===== src/rtl/l1_tlb_entry_array_if.sv =====
// Lookup, PTW refill and PPN-select signals of the L1 TLB entry array.
// The entry array is the slave; the requester/PTW side is the master.
interface l1_tlb_entry_array_if #(
  parameter int VPN_BITS = 27,
  parameter int PPN_BITS = 20
);
  logic                io_req_valid;
  logic [VPN_BITS-1:0] io_req_vpn;
  logic                io_req_passthrough;
  logic                io_req_ready;
  logic                io_resp_miss;
  logic                io_refill_fault;
  logic [PPN_BITS-1:0] ppns_0, ppns_1, ppns_2, ppns_3;
  logic [PPN_BITS-1:0] ppns_4, ppns_5, ppns_6, ppns_7;
  logic [PPN_BITS-1:0] passthrough_ppn;
  logic [8:0]          hitsVec;
  logic                io_ptw_req_valid;
  logic                io_ptw_req_ready;
  logic [VPN_BITS-1:0] io_ptw_req_vpn;
  logic                io_ptw_resp_valid;
  logic [PPN_BITS-1:0] io_ptw_resp_ppn;
  logic                io_ptw_resp_error;
  logic                io_flush;

  modport slave (
    input  io_req_valid, io_req_vpn, io_req_passthrough,
           io_ptw_req_ready, io_ptw_resp_valid, io_ptw_resp_ppn,
           io_ptw_resp_error, io_flush,
    output io_req_ready, io_resp_miss, io_refill_fault,
           ppns_0, ppns_1, ppns_2, ppns_3, ppns_4, ppns_5, ppns_6, ppns_7,
           passthrough_ppn, hitsVec, io_ptw_req_valid, io_ptw_req_vpn
  );

  modport master (
    output io_req_valid, io_req_vpn, io_req_passthrough,
           io_ptw_req_ready, io_ptw_resp_valid, io_ptw_resp_ppn,
           io_ptw_resp_error, io_flush,
    input  io_req_ready, io_resp_miss, io_refill_fault,
           ppns_0, ppns_1, ppns_2, ppns_3, ppns_4, ppns_5, ppns_6, ppns_7,
           passthrough_ppn, hitsVec, io_ptw_req_valid, io_ptw_req_vpn
  );
endinterface


===== src/rtl/l1_tlb_entry_array.sv =====
// 8-entry fully-associative L1 TLB: combinational lookup, single-request
// PTW refill FSM, tree pseudo-LRU victim choice.
module l1_tlb_entry_array #(
  parameter int ENTRIES  = 8,
  parameter int VPN_BITS = 27,
  parameter int PPN_BITS = 20
) (
  input  logic                  clk,
  input  logic                  reset,
  l1_tlb_entry_array_if.slave   bus
);
  typedef enum logic [1:0] {S_IDLE = 2'd0, S_REQ = 2'd1, S_WAIT = 2'd2} state_t;

  state_t                             r_state, w_state_nxt;
  logic [ENTRIES-1:0]                 r_valid;
  logic [ENTRIES-1:0][VPN_BITS-1:0]   r_tag;
  logic [ENTRIES-1:0][PPN_BITS-1:0]   r_ppn;
  logic [6:0]                         r_plru;
  logic [VPN_BITS-1:0]                r_miss_vpn;
  logic                               r_drop;

  logic               w_idle, w_lookup, w_miss, w_resp, w_install;
  logic [ENTRIES-1:0] w_hit;
  logic [2:0]         w_hit_idx, w_inv_idx, w_walk, w_victim;

  // Point the three nodes on entry i's path away from it.
  function automatic logic [6:0] plru_touch(input logic [6:0] t, input logic [2:0] i);
    logic [6:0] n;
    n = t;
    n[0] = ~i[2];
    if (i[2]) n[2] = ~i[1];
    else      n[1] = ~i[1];
    n[3'd3 + {1'b0, i[2:1]}] = ~i[0];
    return n;
  endfunction

  assign w_idle   = (r_state == S_IDLE);
  assign w_lookup = w_idle & bus.io_req_valid & ~bus.io_req_passthrough;

  for (genvar g = 0; g < ENTRIES; g++) begin : g_cmp
    assign w_hit[g] = w_lookup & r_valid[g] & (r_tag[g] == bus.io_req_vpn);
  end

  assign w_miss    = w_lookup & ~(|w_hit);
  assign w_resp    = (r_state == S_WAIT) & bus.io_ptw_resp_valid;
  assign w_install = w_resp & ~bus.io_ptw_resp_error & ~r_drop & ~bus.io_flush;

  always_comb begin
    w_hit_idx = '0;
    w_inv_idx = '0;
    for (int k = ENTRIES - 1; k >= 0; k--) begin
      if (w_hit[k])    w_hit_idx = 3'(k);
      if (!r_valid[k]) w_inv_idx = 3'(k);
    end
    if (r_plru[0]) w_walk = {1'b1, r_plru[2], r_plru[2] ? r_plru[6] : r_plru[5]};
    else           w_walk = {1'b0, r_plru[1], r_plru[1] ? r_plru[4] : r_plru[3]};
    w_victim = (&r_valid) ? w_walk : w_inv_idx;
  end

  always_comb begin
    w_state_nxt = r_state;
    unique case (r_state)
      S_IDLE:  if (w_miss)                 w_state_nxt = S_REQ;
      S_REQ:   if (bus.io_ptw_req_ready)   w_state_nxt = S_WAIT;
      S_WAIT:  if (bus.io_ptw_resp_valid)  w_state_nxt = S_IDLE;
      default:                             w_state_nxt = S_IDLE;
    endcase
  end

  always_ff @(posedge clk) begin
    if (!reset) begin
      r_state    <= S_IDLE;
      r_valid    <= '0;
      r_tag      <= '0;
      r_ppn      <= '0;
      r_plru     <= '0;
      r_miss_vpn <= '0;
      r_drop     <= 1'b0;
    end else begin
      r_state <= w_state_nxt;
      if (w_miss) r_miss_vpn <= bus.io_req_vpn;
      // The PTW request cannot be withdrawn, so a flush mid-refill only poisons the response.
      if (!w_idle && w_state_nxt == S_IDLE) r_drop <= 1'b0;
      else if (!w_idle && bus.io_flush)     r_drop <= 1'b1;
      if (bus.io_flush) begin
        r_valid <= '0;
        r_plru  <= '0;
      end else if (w_install) begin
        r_valid[w_victim] <= 1'b1;
        r_tag[w_victim]   <= r_miss_vpn;
        r_ppn[w_victim]   <= bus.io_ptw_resp_ppn;
        r_plru            <= plru_touch(r_plru, w_victim);
      end else if (|w_hit) begin
        r_plru <= plru_touch(r_plru, w_hit_idx);
      end
    end
  end

  assign bus.io_req_ready     = w_idle;
  assign bus.io_resp_miss     = w_miss;
  assign bus.io_refill_fault  = w_resp & bus.io_ptw_resp_error;
  assign bus.io_ptw_req_valid = (r_state == S_REQ);
  assign bus.io_ptw_req_vpn   = r_miss_vpn;
  assign bus.passthrough_ppn  = bus.io_req_vpn[PPN_BITS-1:0];
  assign bus.hitsVec          = {w_idle & bus.io_req_valid & bus.io_req_passthrough, w_hit};
  assign bus.ppns_0 = r_ppn[0];
  assign bus.ppns_1 = r_ppn[1];
  assign bus.ppns_2 = r_ppn[2];
  assign bus.ppns_3 = r_ppn[3];
  assign bus.ppns_4 = r_ppn[4];
  assign bus.ppns_5 = r_ppn[5];
  assign bus.ppns_6 = r_ppn[6];
  assign bus.ppns_7 = r_ppn[7];
endmodule


===== src/flat_wrapper.sv =====
// flat-port wrapper written by rule: the top's interface ports become plain ports
module l1_tlb_entry_array_flat 
#(
  parameter int ENTRIES  = 8,
  parameter int VPN_BITS = 27,
  parameter int PPN_BITS = 20
)
  (clk, reset, bus_io_req_valid, bus_io_req_vpn, bus_io_req_passthrough, bus_io_ptw_req_ready, bus_io_ptw_resp_valid, bus_io_ptw_resp_ppn, bus_io_ptw_resp_error, bus_io_flush, bus_io_req_ready, bus_io_resp_miss, bus_io_refill_fault, bus_ppns_0, bus_ppns_1, bus_ppns_2, bus_ppns_3, bus_ppns_4, bus_ppns_5, bus_ppns_6, bus_ppns_7, bus_passthrough_ppn, bus_hitsVec, bus_io_ptw_req_valid, bus_io_ptw_req_vpn);
  l1_tlb_entry_array_if #(.VPN_BITS(VPN_BITS), .PPN_BITS(PPN_BITS)) bus_i ();
  input  logic clk;
  input  logic reset;
  input wire logic [$bits(bus_i.io_req_valid)-1:0] bus_io_req_valid;
  input wire logic [$bits(bus_i.io_req_vpn)-1:0] bus_io_req_vpn;
  input wire logic [$bits(bus_i.io_req_passthrough)-1:0] bus_io_req_passthrough;
  input wire logic [$bits(bus_i.io_ptw_req_ready)-1:0] bus_io_ptw_req_ready;
  input wire logic [$bits(bus_i.io_ptw_resp_valid)-1:0] bus_io_ptw_resp_valid;
  input wire logic [$bits(bus_i.io_ptw_resp_ppn)-1:0] bus_io_ptw_resp_ppn;
  input wire logic [$bits(bus_i.io_ptw_resp_error)-1:0] bus_io_ptw_resp_error;
  input wire logic [$bits(bus_i.io_flush)-1:0] bus_io_flush;
  output wire logic [$bits(bus_i.io_req_ready)-1:0] bus_io_req_ready;
  output wire logic [$bits(bus_i.io_resp_miss)-1:0] bus_io_resp_miss;
  output wire logic [$bits(bus_i.io_refill_fault)-1:0] bus_io_refill_fault;
  output wire logic [$bits(bus_i.ppns_0)-1:0] bus_ppns_0;
  output wire logic [$bits(bus_i.ppns_1)-1:0] bus_ppns_1;
  output wire logic [$bits(bus_i.ppns_2)-1:0] bus_ppns_2;
  output wire logic [$bits(bus_i.ppns_3)-1:0] bus_ppns_3;
  output wire logic [$bits(bus_i.ppns_4)-1:0] bus_ppns_4;
  output wire logic [$bits(bus_i.ppns_5)-1:0] bus_ppns_5;
  output wire logic [$bits(bus_i.ppns_6)-1:0] bus_ppns_6;
  output wire logic [$bits(bus_i.ppns_7)-1:0] bus_ppns_7;
  output wire logic [$bits(bus_i.passthrough_ppn)-1:0] bus_passthrough_ppn;
  output wire logic [$bits(bus_i.hitsVec)-1:0] bus_hitsVec;
  output wire logic [$bits(bus_i.io_ptw_req_valid)-1:0] bus_io_ptw_req_valid;
  output wire logic [$bits(bus_i.io_ptw_req_vpn)-1:0] bus_io_ptw_req_vpn;
  assign bus_i.io_req_valid = bus_io_req_valid;
  assign bus_i.io_req_vpn = bus_io_req_vpn;
  assign bus_i.io_req_passthrough = bus_io_req_passthrough;
  assign bus_i.io_ptw_req_ready = bus_io_ptw_req_ready;
  assign bus_i.io_ptw_resp_valid = bus_io_ptw_resp_valid;
  assign bus_i.io_ptw_resp_ppn = bus_io_ptw_resp_ppn;
  assign bus_i.io_ptw_resp_error = bus_io_ptw_resp_error;
  assign bus_i.io_flush = bus_io_flush;
  assign bus_io_req_ready = bus_i.io_req_ready;
  assign bus_io_resp_miss = bus_i.io_resp_miss;
  assign bus_io_refill_fault = bus_i.io_refill_fault;
  assign bus_ppns_0 = bus_i.ppns_0;
  assign bus_ppns_1 = bus_i.ppns_1;
  assign bus_ppns_2 = bus_i.ppns_2;
  assign bus_ppns_3 = bus_i.ppns_3;
  assign bus_ppns_4 = bus_i.ppns_4;
  assign bus_ppns_5 = bus_i.ppns_5;
  assign bus_ppns_6 = bus_i.ppns_6;
  assign bus_ppns_7 = bus_i.ppns_7;
  assign bus_passthrough_ppn = bus_i.passthrough_ppn;
  assign bus_hitsVec = bus_i.hitsVec;
  assign bus_io_ptw_req_valid = bus_i.io_ptw_req_valid;
  assign bus_io_ptw_req_vpn = bus_i.io_ptw_req_vpn;
  l1_tlb_entry_array #(.ENTRIES(ENTRIES), .VPN_BITS(VPN_BITS), .PPN_BITS(PPN_BITS)) u_core (.clk(clk), .reset(reset), .bus(bus_i));
endmodule

===== config.mk =====
export PLATFORM = sky130hd
export DESIGN_NAME = l1_tlb_entry_array_flat
export DESIGN_NICKNAME = d
export VERILOG_FILES = /design/src/rtl/l1_tlb_entry_array_if.sv /design/src/rtl/l1_tlb_entry_array.sv /design/src/flat_wrapper.sv
export SDC_FILE = /design/constraint.sdc
export NUM_CORES = 1
export LEC_CHECK = 0
export BUFFER_PORTS_ARGS = -buffer_cell sky130_fd_sc_hd__buf_2
export CELL_PAD_IN_SITES_DETAIL_PLACEMENT = 1
export CELL_PAD_IN_SITES_GLOBAL_PLACEMENT = 2
export CORE_MARGIN = 1
export CORE_UTILIZATION = 34
export CTS_CLUSTER_DIAMETER = 200
export CTS_CLUSTER_SIZE = 24
export DETAILED_ROUTE_END_ITERATION = 16
export GPL_TIMING_DRIVEN = 0
export PLACE_DENSITY_LB_ADDON = 0.1
export SYNTH_ARGS = -nofsm -noshare
export SYNTH_HDL_FRONTEND = slang
export SYNTH_SLANG_ARGS = --single-unit

===== constraint.sdc =====
create_clock -name clk -period 4.2 [get_ports clk]
set_input_delay 0.42 -clock clk [delete_from_list [all_inputs] [get_ports clk]]
set_output_delay 0.42 -clock clk [all_outputs]
set_load 0.01 [all_outputs]

# After elaboration in Yosys (flattened, before gate mapping)
# Cells that the tools add are included.
[totals] reg_bits=421 inputBits=55
[classes] addsub=2 magnitude_cmp=6 n_eq_ne=10 muxes=58 bitwise=38 n_reduce_logical=14
[ops] cell="$bwmux 216" n=1
[ops] cell="$eq 27x27->1" n=8
[ops] cell="$bwmux 160" n=1
[ops] cell="$demux 27 s3" n=1
[ops] cell="$demux 20 s3" n=1
[ops] cell="$mux 3" n=18
[ops] cell="$mux 27" n=1
[ops] cell="$and 1x1->1" n=25
[ops] cell="$mux 1" n=23
[ops] cell="$mux 20" n=1
[ops] cell="$bwmux 7" n=2
[ops] cell="$mux 7" n=2
[ops] cell="$lt 3x4->1 const B" n=3
[ops] cell="$not 1->1" n=12
[ops] cell="$demux 1 s3" n=3
[ops] cell="$ge 3x1->1 const B" n=3
[ops] cell="$or 8x8->8" n=1
[ops] cell="$reduce_and 8->1" n=1
[ops] cell="$reduce_or 8->1" n=1
[ops] cell="$add 2x2->3 const A" n=2
[ops] cell="$mux 2" n=3
[ops] cell="$pmux 2 s3" n=1
[ops] cell="$logic_and 1x1->1" n=5
[ops] cell="$logic_not 2->1" n=2
[ops] cell="6 further kinds" n=7

# Logic depth before layout (Yosys ltp)
# Gate-level depths: netlist of the first run.
[depth] depth_word=22 mapped_depth=14

# Least setup slack after synthesis of the first run
# OpenSTA, ideal clock, no wires.
[synth_timing] kind="input port to flip-flop" from="input port bus_io_req_vpn[0]" to="register u_core.r_plru[0]" setup_time_ns=0.074 t_arrival_ns=3.030 slack_ns=1.096 path_stages=14 path_buffers=1 path_cell_list="buf_4 xor2_1 nor4_1 nand4_1 or4_1 nand2_1 or2_0 and2_1 inv_1 ha_1 nor2b_1 and3_1 a31o_2 a31oi_1"
[synth_via] elab_chain_cells=18
[synth_rtl] element="start, declared" line="flat_wrapper.sv:13" text="input wire logic [$bits(bus_i.io_req_vpn)-1:0] bus_io_req_vpn;"
[synth_rtl] element="$eq 27x27->1" line="l1_tlb_entry_array.sv:41" text="assign w_hit[g] = w_lookup & r_valid[g] & (r_tag[g] == bus.io_req_vpn);"
[synth_rtl] element="$and 1x1->1" line="l1_tlb_entry_array.sv:41"
[synth_rtl] element="$mux 3 (8 in series)" line="l1_tlb_entry_array.sv:52" text="if (w_hit[k]) w_hit_idx = 3'(k);"
[synth_rtl] element="$add 2x2->3" line="l1_tlb_entry_array.sv:33" text="n[3'd3 + {1'b0, i[2:1]}] = ~i[0];"
[synth_rtl] element="$lt 3x4->1 (not written as such) or $ge 3x1->1 (tied branches)" line="l1_tlb_entry_array.sv:33"
[synth_rtl] element="$logic_and 1x1->1 (not written as such)" line="l1_tlb_entry_array.sv:33"
[synth_rtl] element="$mux 1 (not written as such)" line="l1_tlb_entry_array.sv:33"
[synth_rtl] element="$demux 1 s3"
[synth_rtl] element="$bwmux 7" line="l1_tlb_entry_array.sv:33"
[synth_rtl] element="$mux 7" line="l1_tlb_entry_array.sv:93" text="end else if (|w_hit) begin"
[synth_rtl] element="$mux 7" line="l1_tlb_entry_array.sv:88" text="end else if (w_install) begin"
[synth_rtl] element="end signal, assigned" line="l1_tlb_entry_array.sv:92" text="r_plru <= plru_touch(r_plru, w_victim);"
[synth_rtl] element="end signal, assigned" line="l1_tlb_entry_array.sv:94" text="r_plru <= plru_touch(r_plru, w_hit_idx);"
[synth_rtl] element="end, declared" line="l1_tlb_entry_array.sv:18" text="logic [6:0] r_plru;"
# Several ways; a longest one is shown, not always the timed one. The select of a mux whose other input is x is not followed.
# A chain may end at the register's enable or synchronous reset.

# Worst setup path after layout of the first run
[layout_timing] from="register u_core.r_tag[139] in the netlist's numbering" to="output port bus_io_resp_miss"
[layout_via] elab_chain_cells=5
[layout_rtl] element="start, declared" line="l1_tlb_entry_array.sv:16" text="logic [ENTRIES-1:0][VPN_BITS-1:0] r_tag;"
[layout_rtl] element="start signal, assigned by index" line="l1_tlb_entry_array.sv:90" text="r_tag[w_victim] <= r_miss_vpn;"
[layout_rtl] element="$eq 27x27->1" line="l1_tlb_entry_array.sv:41"
[layout_rtl] element="$and 1x1->1" line="l1_tlb_entry_array.sv:41"
[layout_rtl] element="$reduce_or 8->1" line="l1_tlb_entry_array.sv:44" text="assign w_miss = w_lookup & ~(|w_hit);"
[layout_rtl] element="$not 1->1" line="l1_tlb_entry_array.sv:44"
[layout_rtl] element="$and 1x1->1" line="l1_tlb_entry_array.sv:44"
[layout_rtl] element="end, declared" line="flat_wrapper.sv:21" text="output wire logic [$bits(bus_i.io_resp_miss)-1:0] bus_io_resp_miss;"
# No other way between the ends.

==> results of run 1 <==
through the flow:
stage / hold slack (ns) / util (%) / setup TNS, ns
6_report: 0.135 / 39.3 / 0
5_1_grt: 0.141 / 39.3 / 0
4_1_cts: 0.122 / 39.3 / 0
3_5_place_dp: 0.451 / 38.2 / -1.33
3_3_place_gp: 0.442 / 38.2 / -4.60
2_1_floorplan: 0.429 / - / 0
synth_stat cells, types with 2 or more instances:
cell type and number:
nand2_1 778, nand4_1 26, buf_2 55, and2_1 5
inv_2 2, nor2_1 18, xnor2_1 60, a21oi_1 14
a211o_1 2, buf_4 47, nor4_2 4, a31oi_1 2
ha_1 12, mux2i_1 32, and3_1 8, nor3_1 3
nor4_1 42, or2_2 5, a211oi_1 3, nand3_1 3
a21boi_0 360, a31o_2 2, xor2_1 156, a21boi_1 16
o31ai_1 4, nor2b_1 34, buf_6 6, o21ai_0 7
or4_1 4, o21a_1 5, clkbuf_1 120, nand3b_1 2
dfxtp_1 421, inv_1 9
worst reg2reg max path, cell delays in order (launching register included):
cell	delay [ns]
dfxtp_1	0.34
xor2_1	0.17
nor4_1	0.76
nand4_1	0.47
nor4_4	0.52
nor3_1	0.15
or2_0	0.26
and2_1	0.21
inv_1	0.14
ha_1	0.16
nor2b_1	0.26
a211oi_1	0.12
a31o_2	0.22
a31oi_1	0.16
worst paths after layout:
| check | endpoint | slack, ns | cells after the start |
|---|---|---|---|
| setup reg to reg | u_core.r_plru[0]$_SDFFE_PP0P_ | 0.18 | 13 |
| setup / recovery | bus_io_resp_miss | 0.002 | 9 |
| hold reg to reg | u_core.bus.ppns_3[0]$_SDFFE_PN0P_ | 0.46 | 2 |
| hold / removal | u_core.r_state[1]$_SDFF_PN0_ | 0.13 | 3 |
per-layer routing:
| layer | share of wire, % | up-vias | global-route usage, % |
|---|---|---|---|
| met5 | 0 | - | 0 |
| met2 | 50 | 384 | 49.6 |
| met4 | 3.1 | 0 | 8.55 |
| met3 | 5.5 | 87 | 4.46 |
| li1 | - | 7830 | - |
| met1 | 42 | 8288 | 34.5 |
sequential cells by signal, indices dropped and copies added, names as in the netlist:
signal,flops
u_core.r_state,2
u_core.r_drop,1
u_core.bus.ppns_1,20
u_core.bus.ppns_5,20
u_core.bus.io_ptw_req_vpn,27
u_core.r_tag,216
u_core.bus.ppns_3,20
u_core.r_plru,7
u_core.bus.ppns_0,20
u_core.bus.ppns_6,20
u_core.bus.ppns_4,20
u_core.bus.ppns_2,20
u_core.r_valid,8
u_core.bus.ppns_7,20
cells by family after synthesis:
kind of cell             after synthesis  share of synthesized area, %
buffers and inverters                239                          6.22
AND/OR/NAND/NOR                      942                          20.8
flip-flops                           421                          44.2
multiplexers                          32                          1.68
XOR/XNOR                             216                          9.92
adder cells (fa/ha/maj)               12                         0.787
AO/OA/AOI/OAI                        422                          16.4
layout make-up:
| class | instances | area [um^2] |
|---|---|---|
| Inverter | 11 | 41.3 |
| Tap cell | 748 | 936 |
| Clock inverter | 2 | 25.0 |
| Antenna cell | 2 | 5.00 |
| Timing Repair Buffer | 226 | 1130 |
| Multi-Input combinational cell | 1624 | 9500 |
| Buffer | 228 | 1150 |
| Clock buffer | 21 | 526 |
| Sequential cell | 421 | 8430 |
| Fill cell | 6756 | 33600 |
power breakdown:
| group | internal (mW) | total, mW | switching [mW] |
|---|---|---|---|
| clock | 0.915 | 2.36 | 1.44 |
| combinational | 0.200 | 0.597 | 0.397 |
| sequential | 4.00 | 4.01 | 0.00878 |
repair_timing:
| item | CTS | global route |
|---|---|---|
| gates resized for setup | 2 | 2 |
| setup endpoints to repair | 1 | 1 |
| endpoints found under the hold margin | 0 | 0 |
==> impl_metrics.ini, run 1 <==
[cells_and_area]
drive_gt1_share_pct = 14.9
stdcell_area_mm2 = 0.0217
syn2layout_area_growth_pct = 13.9
instances_no_fill = 3283
final_nets = 2600
final_cell_mix = nand2_1 (778), dfxtp_1 (421), a21boi_0 (360), buf_2 (281), xor2_1 (156)
layout_commonest_cell = nand2_1

[detailed_routing]
ant_nets = 0
vias_per_cell = 5.05
wire_per_inst_um = 24.6
wirelength_mm = 80.6
initialDrtViolationCount = 806
drtPass1Iterations = 5
drc = 0
vias = 16600

[logic_synthesis]
yosysTopAreaCell = dfxtp_1
synthArstFlopShare_pct = 0
yosysSeqAreaShare_pct = 44.2
synth_area_mm2 = 0.0191
synth_area_per_cell_um2 = 8.35
synthesis.nets = 2351
synth_seq_cells = 421
ys_warn_count = 0
synth_ff_type = dfxtp_1
synth-edff-count = 0
synth_top_area_share_pct = 44.2
ys_types = 51
syn_inst = 2284
synth.area.top_cells = dfxtp_1 (44%), nand2_1 (15%), a21boi_0 (14%), xor2_1 (7.2%), xnor2_1 (2.8%)

[sta]
final.min_clock_period_ns = 4.20
hold_viol_final = 0
final_max_slew_viol_count = 0
fmax_ghz = 0.238
worstMarginPinSlew_ns = 1.09
post-route-period-util_pct = 99.9
fin_ws_ns = 0.00227
rsz0062_at_grt = no
setup_viol = 0
slew_headroom_pct = 26.6
fin_worst_skew_ns = 0.0162

[place]
gp_congestion = 0.865
dp_slack_ns = -0.410
place_area_mm2 = 0.0212
dp_cells = 3258
dp_hpwl_mm = 59.3
port_buffers = 226

[setup_path]
crit_path_end_kind = output pin
cp-start-kind = register
worstPathCellList = xor2_1 -> nor4_1 -> nand4_1 -> nor4_4 -> nor4_1 -> nor3b_2 -> buf_6 -> buf_6 -> buf_2
crit_fanout = 10
critPathKind = register to output pin
cp_slowest_cell = nor4_1
worstPathArrival_ns = 3.78
slowest_delay_ns = 0.76
crit_family = simple AND/OR/NAND/NOR gates
crit_path_start = u_core.r_tag[139]$_SDFFE_PN0P_
r2r-start = u_core.r_tag[139]$_SDFFE_PN0P_
path_buf_inv = 3
crit_required_ns = 3.78

[cts]
clockBufferDepth = 3
cts_buffers = 21
root_buffer = clkbuf_16
cts_max_level = 1
clkTransAtPathRegs_ns = 0.11
insertion_delay_ns = 0.57
post_cts_buffers = 0
cts.sinks = 421
cts_tree = yes
postCtsHoldBufs = 0

[floorplanning]
row_count = 86
fp.dieArea_mm2 = 0.0571
num_io_pins = 275
start_util_pct = 34.5
core-area_mm2 = 0.0553
die_h_um = 239
die_x_um = 239

[grt]
track_usage_pct = 28.0
grt_antenna_before_repair = 0
grt_max_degree = 25
grt_pass1_wl_mm = 116
grt_pass1_vias = 16900
grt-ovfl-total = 0

[power]
p_leak_nw = 8.09
vdd_ir_drop_max_mv = 0.272
power_density_mw_per_mm2 = 320
total_power_mw = 6.97

[min_path]
hold_start = bus_io_ptw_req_ready
hold_path.class = input port to register

[job]
maxCapViolations = 0

[status]
status = finished clean
No activity file was read; power rests on OpenSTA's default activity.
==> run 2, diff against run 1 <==
ABC_AREA = 1   (was not set)
CORE_UTILIZATION = 32   (was 34)
==> run 2 against run 1 <==
  * Cell count grew 26%
  * Via count grew 33%
  * Fmax grew 3.5%
  * Utilization shrank 2.1 points
  * Clock power grew 3%
  * Largest power group unchanged
==> impl_metrics.ini, run 2 <==
[cells_and_area]
syn2layout_area_growth_pct = 14.4
final_nets = 3369
instances_no_fill = 4140
regMostFlops = u_core.r_tag
utilization_pct = 37.2
layout_commonest_cell = nand2_1
final_cell_mix = nand2_1 (652), nor2_1 (472), o21ai_0 (427), dfxtp_1 (421), a21oi_1 (310)
drive_gt1_share_pct = 12.5
largest_register_ffs = 216
num-fill-cells = 8157

[floorplanning]
row_count = 91
die_h_um = 253
die_x_um = 253
start_util_pct = 32.5
fp.dieArea_mm2 = 0.0639
num_io_pins = 275
core-area_mm2 = 0.0619

[detailed_routing]
initialDrtViolationCount = 1625
wire_per_inst_um = 27.3
ant_nets = 0
vias_per_cell = 5.34
wirelength_mm = 113
drtPass1Iterations = 5
drc = 0
vias = 22100

[logic_synthesis]
synth.area.top_cells = dfxtp_1 (42%), nand2_1 (12%), o21ai_0 (11%), nor2_1 (8.8%), a21oi_1 (7.7%)
synthesis.nets = 3087
synth_seq_cells = 421
yosysSeqAreaShare_pct = 41.9
synth-edff-count = 0
synth_area_per_cell_um2 = 6.66
ys_types = 39
yosysTopAreaCell = dfxtp_1
syn_inst = 3020
ys_warn_count = 0
synth_ff_type = dfxtp_1
synth_top_area_share_pct = 41.9
yosysMostFrequentCell = nand2_1
synthArstFlopShare_pct = 0
synth.top_cells.by_count = nand2_1 (652), nor2_1 (472), o21ai_0 (427)
synth_area_mm2 = 0.0201

[setup_path]
r2r_slack_ns = 0.39
r2r_end = u_core.r_plru[0]$_SDFFE_PP0P_
worstPathCellList = nor2_4 -> nand3_2 -> inv_1 -> nand3b_1 -> nor2_1 -> nand2_1 -> nand2_1 -> nor2_4 -> nand3_2 -> buf_6 -> buf_6 -> inv_1 -> buf_2
crit_path_start = u_core.r_state[1]$_SDFF_PN0_
crit_path_end_kind = output pin
reg2reg_depth = 17
slowest_delay_ns = 0.60
crit_fanout = 10
worstPathArrival_ns = 3.63
cp_slowest_cell = inv_1
r2r-start = u_core.r_state[1]$_SDFF_PN0_
crit_end = bus_io_resp_miss
crit_required_ns = 3.78
critPathKind = register to output pin
cp-start-kind = register
path_depth = 13
crit_family = simple AND/OR/NAND/NOR gates
path_buf_inv = 5

[cts]
insertion_delay_ns = 0.59
clkTransAtPathRegs_ns = 0.10
postCtsHoldBufs = 0
post_cts_buffers = 0
root_buffer = clkbuf_16
cts_tree = yes
cts.sinks = 421
cts_max_level = 1
cts_buffers = 21
clockBufferDepth = 3
cts-resized-gates = 0

[place]
dp_hpwl_mm = 82.9
port_buffers = 259
dp_cells = 4116
gp_congestion = 0.921

[sta]
setup_tns_ns = 0
final.min_clock_period_ns = 4.05
post-route-period-util_pct = 96.5
fin_hold_ws_ns = 0.163
setup_viol = 0
worstMarginPinSlew_ns = 0.926
hold_viol_final = 0
rsz0062_at_grt = no
final_max_slew_viol_count = 0
fmax_ghz = 0.247
fin_worst_skew_ns = 0.0290
slew_headroom_pct = 38.2

[grt]
grt-ovfl-total = 0
grt_pass1_wl_mm = 158
grt_pass1_vias = 22000
grt_max_degree = 25
grt_antenna_before_repair = 5
track_usage_pct = 34.8

[job]
maxCapViolations = 0

[power]
total_power_mw = 7.37
p_leak_nw = 10.1
vdd_ir_drop_max_mv = 0.272
power_density_mw_per_mm2 = 320

[status]
status = finished clean

[min_path]
hold_path.class = input port to register
run 2: where the power goes:
part,switching [mW],internal [mW]
sequential,0.0788,4.01
clock,1.52,0.917
combinational,0.649,0.193
run 2: worst min-delay path by stage:
stage,start,end,cells after the start
floorplan,u_core.r_tag[0]$_SDFFE_PN0P_,u_core.r_tag[0]$_SDFFE_PN0P_,2
global placement,u_core.bus.ppns_4[14]$_SDFFE_PN0P_,u_core.bus.ppns_4[14]$_SDFFE_PN0P_,2
detailed placement,u_core.bus.ppns_4[14]$_SDFFE_PN0P_,u_core.bus.ppns_4[14]$_SDFFE_PN0P_,2
CTS,bus_io_ptw_resp_valid,u_core.r_state[1]$_SDFF_PN0_,4
global route,bus_io_ptw_req_ready,u_core.r_state[0]$_SDFF_PN0_,4
finish,bus_io_ptw_resp_valid,u_core.r_state[1]$_SDFF_PN0_,4
run 2: final cells by class:
| type | instances | area [um^2] | area share, % |
|---|---|---|---|
| multi-input combinational | 2108 | 9600 | 41.7 |
| sequential | 421 | 8430 | 36.6 |
| timing repair buffer | 259 | 1300 | 5.63 |
| inverter | 307 | 1160 | 5.03 |
| tap | 837 | 1050 | 4.55 |
| buffer | 184 | 942 | 4.09 |
| clock buffer | 21 | 526 | 2.28 |
| clock inverter | 2 | 25.0 | 0.109 |
| antenna | 1 | 2.50 | 0.0109 |
run 2: logic make-up (layout without fill, tap and decap cells):
kind of cell             count (synthesis)  after routing  synth area share [%]
AND/OR/NAND/NOR                       1306           1306                  26.4
AO/OA/AOI/OAI                          749            749                  18.8
buffers and inverters                  491            773                  10.4
flip-flops                             421            421                  41.9
XOR/XNOR                                41             41                  1.78
adder cells (fa/ha/maj)                 12             12                 0.746
other                                    0              1                     0
run 2: metrics by stage:
stage	worst slack, ns	instance area (um^2)
3_5_place_dp	0.239	22500
6_report	0.145	23000
4_1_cts	0.212	23000
5_1_grt	0.111	23000
2_1_floorplan	1.67	20100
3_3_place_gp	0.305	22500
run 2: metal layers:
| metal | routed length (um) | vias to the layer above | global-route usage, % |
|---|---|---|---|
| li1 | - | 10200 | - |
| met1 | 47000 | 10900 | 43.0 |
| met2 | 53000 | 756 | 59.5 |
| met3 | 7270 | 199 | 5.71 |
| met4 | 5540 | 0 | 15.0 |
| met5 | 0 | - | 0 |
run 2: worst reg2reg max path: stages (launching register included):
cell,delay [ns]
dfxtp_1,0.37
nor2_4,0.16
nand3_2,0.25
inv_1,0.60
nand3b_1,0.16
nor2_1,0.13
nand2_1,0.22
nand2_1,0.36
nand2_1,0.18
nand2_1,0.12
nand2_1,0.19
inv_1,0.14
ha_1,0.23
nor2_1,0.16
nand3_1,0.12
a21oi_1,0.15
nand2_1,0.09
a21oi_1,0.12
==> run 3, diff against run 2 <==
ABC_AREA = not set   (was 1)
CORE_UTILIZATION = 35   (was 32)
CTS_BUF_LIST = sky130_fd_sc_hd__clkbuf_4 sky130_fd_sc_hd__clkbuf_8   (was not set)
==> run 3 against run 2 <==
  * Combinational power decreased by 29%
  * Final area down 6.9%
  * First-iteration DRC count fell by 49%
  * Power fell by 12%
  * Sequential power fell by 2%
  * Setup slack improved by 0.026 ns
  * Sequential cell count is the same
  * Utilization rose by 2.7 points
==> impl_metrics.ini, run 3 (synthesis gave the netlist of run 1 again) <==
[status]
status = finished clean

[sta]
final.min_clock_period_ns = 4.03
final_max_slew_viol_count = 0
post-route-period-util_pct = 95.9
setup_tns_ns = 0
fin_ws_ns = 0.171
fin_worst_skew_ns = 0.0329
worstMarginPinSlew_ns = 1.23
hold_viol_final = 0
fmax_ghz = 0.248
setup_viol = 0
slew_headroom_pct = 17.6
rsz0062_at_grt = no

[detailed_routing]
drtPass1Iterations = 5
wire_per_inst_um = 24.8
drc = 0
vias = 16500
vias_per_cell = 5.09
wirelength_mm = 80.1
ant_nets = 0
initialDrtViolationCount = 834

[place]
dp_hpwl_mm = 58.9
gp_congestion = 0.899
dp_slack_ns = -0.630
port_buffers = 226
dp_cells = 3206

[setup_path]
crit_path_end_kind = output pin
crit_required_ns = 3.78
reg2reg_depth = 9
critPathKind = register to output pin
r2r-start = u_core.r_valid[5]$_SDFFE_PP0P_
worstPathArrival_ns = 3.61
crit_family = simple AND/OR/NAND/NOR gates
path_buf_inv = 3
cp-start-kind = register
cp_slowest_cell = nor4_2
crit_fanout = 10
worstPathCellList = xor2_1 -> nor4_2 -> nand4_1 -> nor4_4 -> nor4_2 -> nor3b_2 -> buf_6 -> buf_6 -> buf_2
slowest_delay_ns = 0.57
r2r_slack_ns = 0.26
r2r_end = u_core.r_tag[23]$_SDFFE_PN0P_

[floorplanning]
die_x_um = 235
row_count = 85
die_h_um = 235
num_io_pins = 275
core-area_mm2 = 0.0538
fp.dieArea_mm2 = 0.0554
start_util_pct = 35.5

[cts]
post_cts_buffers = 0
clkTransAtPathRegs_ns = 0.17
root_buffer = clkbuf_8
cts_buffers = 21
cts_tree = yes
clockBufferDepth = 3
insertion_delay_ns = 0.66
cts_max_level = 1
cts.sinks = 421

[grt]
grt_pass1_vias = 16800
track_usage_pct = 28.4
grt_antenna_before_repair = 0
grt_pass1_wl_mm = 115
grt_max_degree = 25
grt-ovfl-total = 0

[cells_and_area]
regMostFlops = u_core.r_tag
final_nets = 2600
layout_commonest_cell = nand2_1
syn2layout_area_growth_pct = 12.4
drive_gt1_share_pct = 15.0
largest_register_ffs = 216
final_cell_mix = nand2_1 (778), dfxtp_1 (421), a21boi_0 (360), buf_2 (281), xor2_1 (156)
instances_no_fill = 3230

[power]
power_density_mw_per_mm2 = 301
p_leak_nw = 7.98
vdd_ir_drop_max_mv = 0.226
total_power_mw = 6.46

[min_path]
hold_start = bus_io_flush
hold_depth = 3
hold_path.class = input port to register
min_to = u_core.r_drop$_SDFFE_PP0P_

[job]
maxCapViolations = 0
[run 3: through the flow]
step | instance area, um^2 | util, % | hold slack (ns)
2_1_floorplan | 19100 | - | 0.429
3_3_place_gp | 21100 | 39.2 | 0.443
3_5_place_dp | 21100 | 39.2 | 0.452
4_1_cts | 21400 | 39.8 | 0.0303
5_1_grt | 21400 | 39.8 | 0.0399
6_report | 21400 | 39.9 | 0.0600
[run 3: area by class of cell]
cell class / count / area [um^2]
Fill cell: 6595 / 32400
Multi-Input combinational cell: 1624 / 9510
Sequential cell: 421 / 8430
Buffer: 228 / 1150
Timing Repair Buffer: 226 / 1130
Tap cell: 696 / 871
Clock buffer: 21 / 289
Inverter: 11 / 41.3
Clock inverter: 2 / 23.8
Antenna cell: 1 / 2.50
[run 3: worst reg2reg max path, stage by stage, from the launching register on]
cell       delay [ns]
dfxtp_1          0.54
nand2_1          0.12
a2111oi_0        0.59
o31ai_1          0.19
clkbuf_1         0.26
nor3_1           1.02
buf_2            0.53
buf_2            0.34
nand2_1          0.09
a21boi_0         0.20
[run 3: where the power goes]
| group | switching (mW) | total [mW] | internal [mW] |
|---|---|---|---|
| sequential | 0.00876 | 4.02 | 4.01 |
| combinational | 0.400 | 0.600 | 0.200 |
| clock | 1.37 | 1.84 | 0.468 |
| total | 1.78 | 6.46 | 4.68 |
[run 3: routing by layer]
layer	track usage, %	wire (um)	up-vias
li1	-	-	7814
met1	34.9	34200	8265
met2	50.6	39800	294
met3	4.64	3640	80
met4	8.30	2470	0
met5	0	0	-
[run 3: repair_timing]
item / 4_1_cts / 5_1_grt
endpoints found under the setup margin: 3 / 1
resized for setup: 6 / 1
hold buffers: 0 / 0
[run 3: worst max path at each step]
| stage | startpoint | endpoint | slack (ns) | cells after the start |
|---|---|---|---|---|
| 2_1_floorplan | bus_io_req_vpn[0] | u_core.r_plru[0]$_SDFFE_PP0P_ | 1.10 | 14 |
| 3_3_place_gp | bus_io_req_vpn[3] | u_core.r_plru[0]$_SDFFE_PP0P_ | -0.62 | 14 |
| 3_5_place_dp | bus_io_req_vpn[3] | u_core.r_plru[0]$_SDFFE_PP0P_ | -0.63 | 14 |
| 4_1_cts | u_core.r_tag[161]$_SDFFE_PN0P_ | bus_io_resp_miss | 0.04 | 9 |
| 5_1_grt | u_core.r_tag[161]$_SDFFE_PN0P_ | bus_io_resp_miss | 0.03 | 9 |
| 6_report | u_core.r_tag[139]$_SDFFE_PN0P_ | bus_io_resp_miss | 0.17 | 9 |
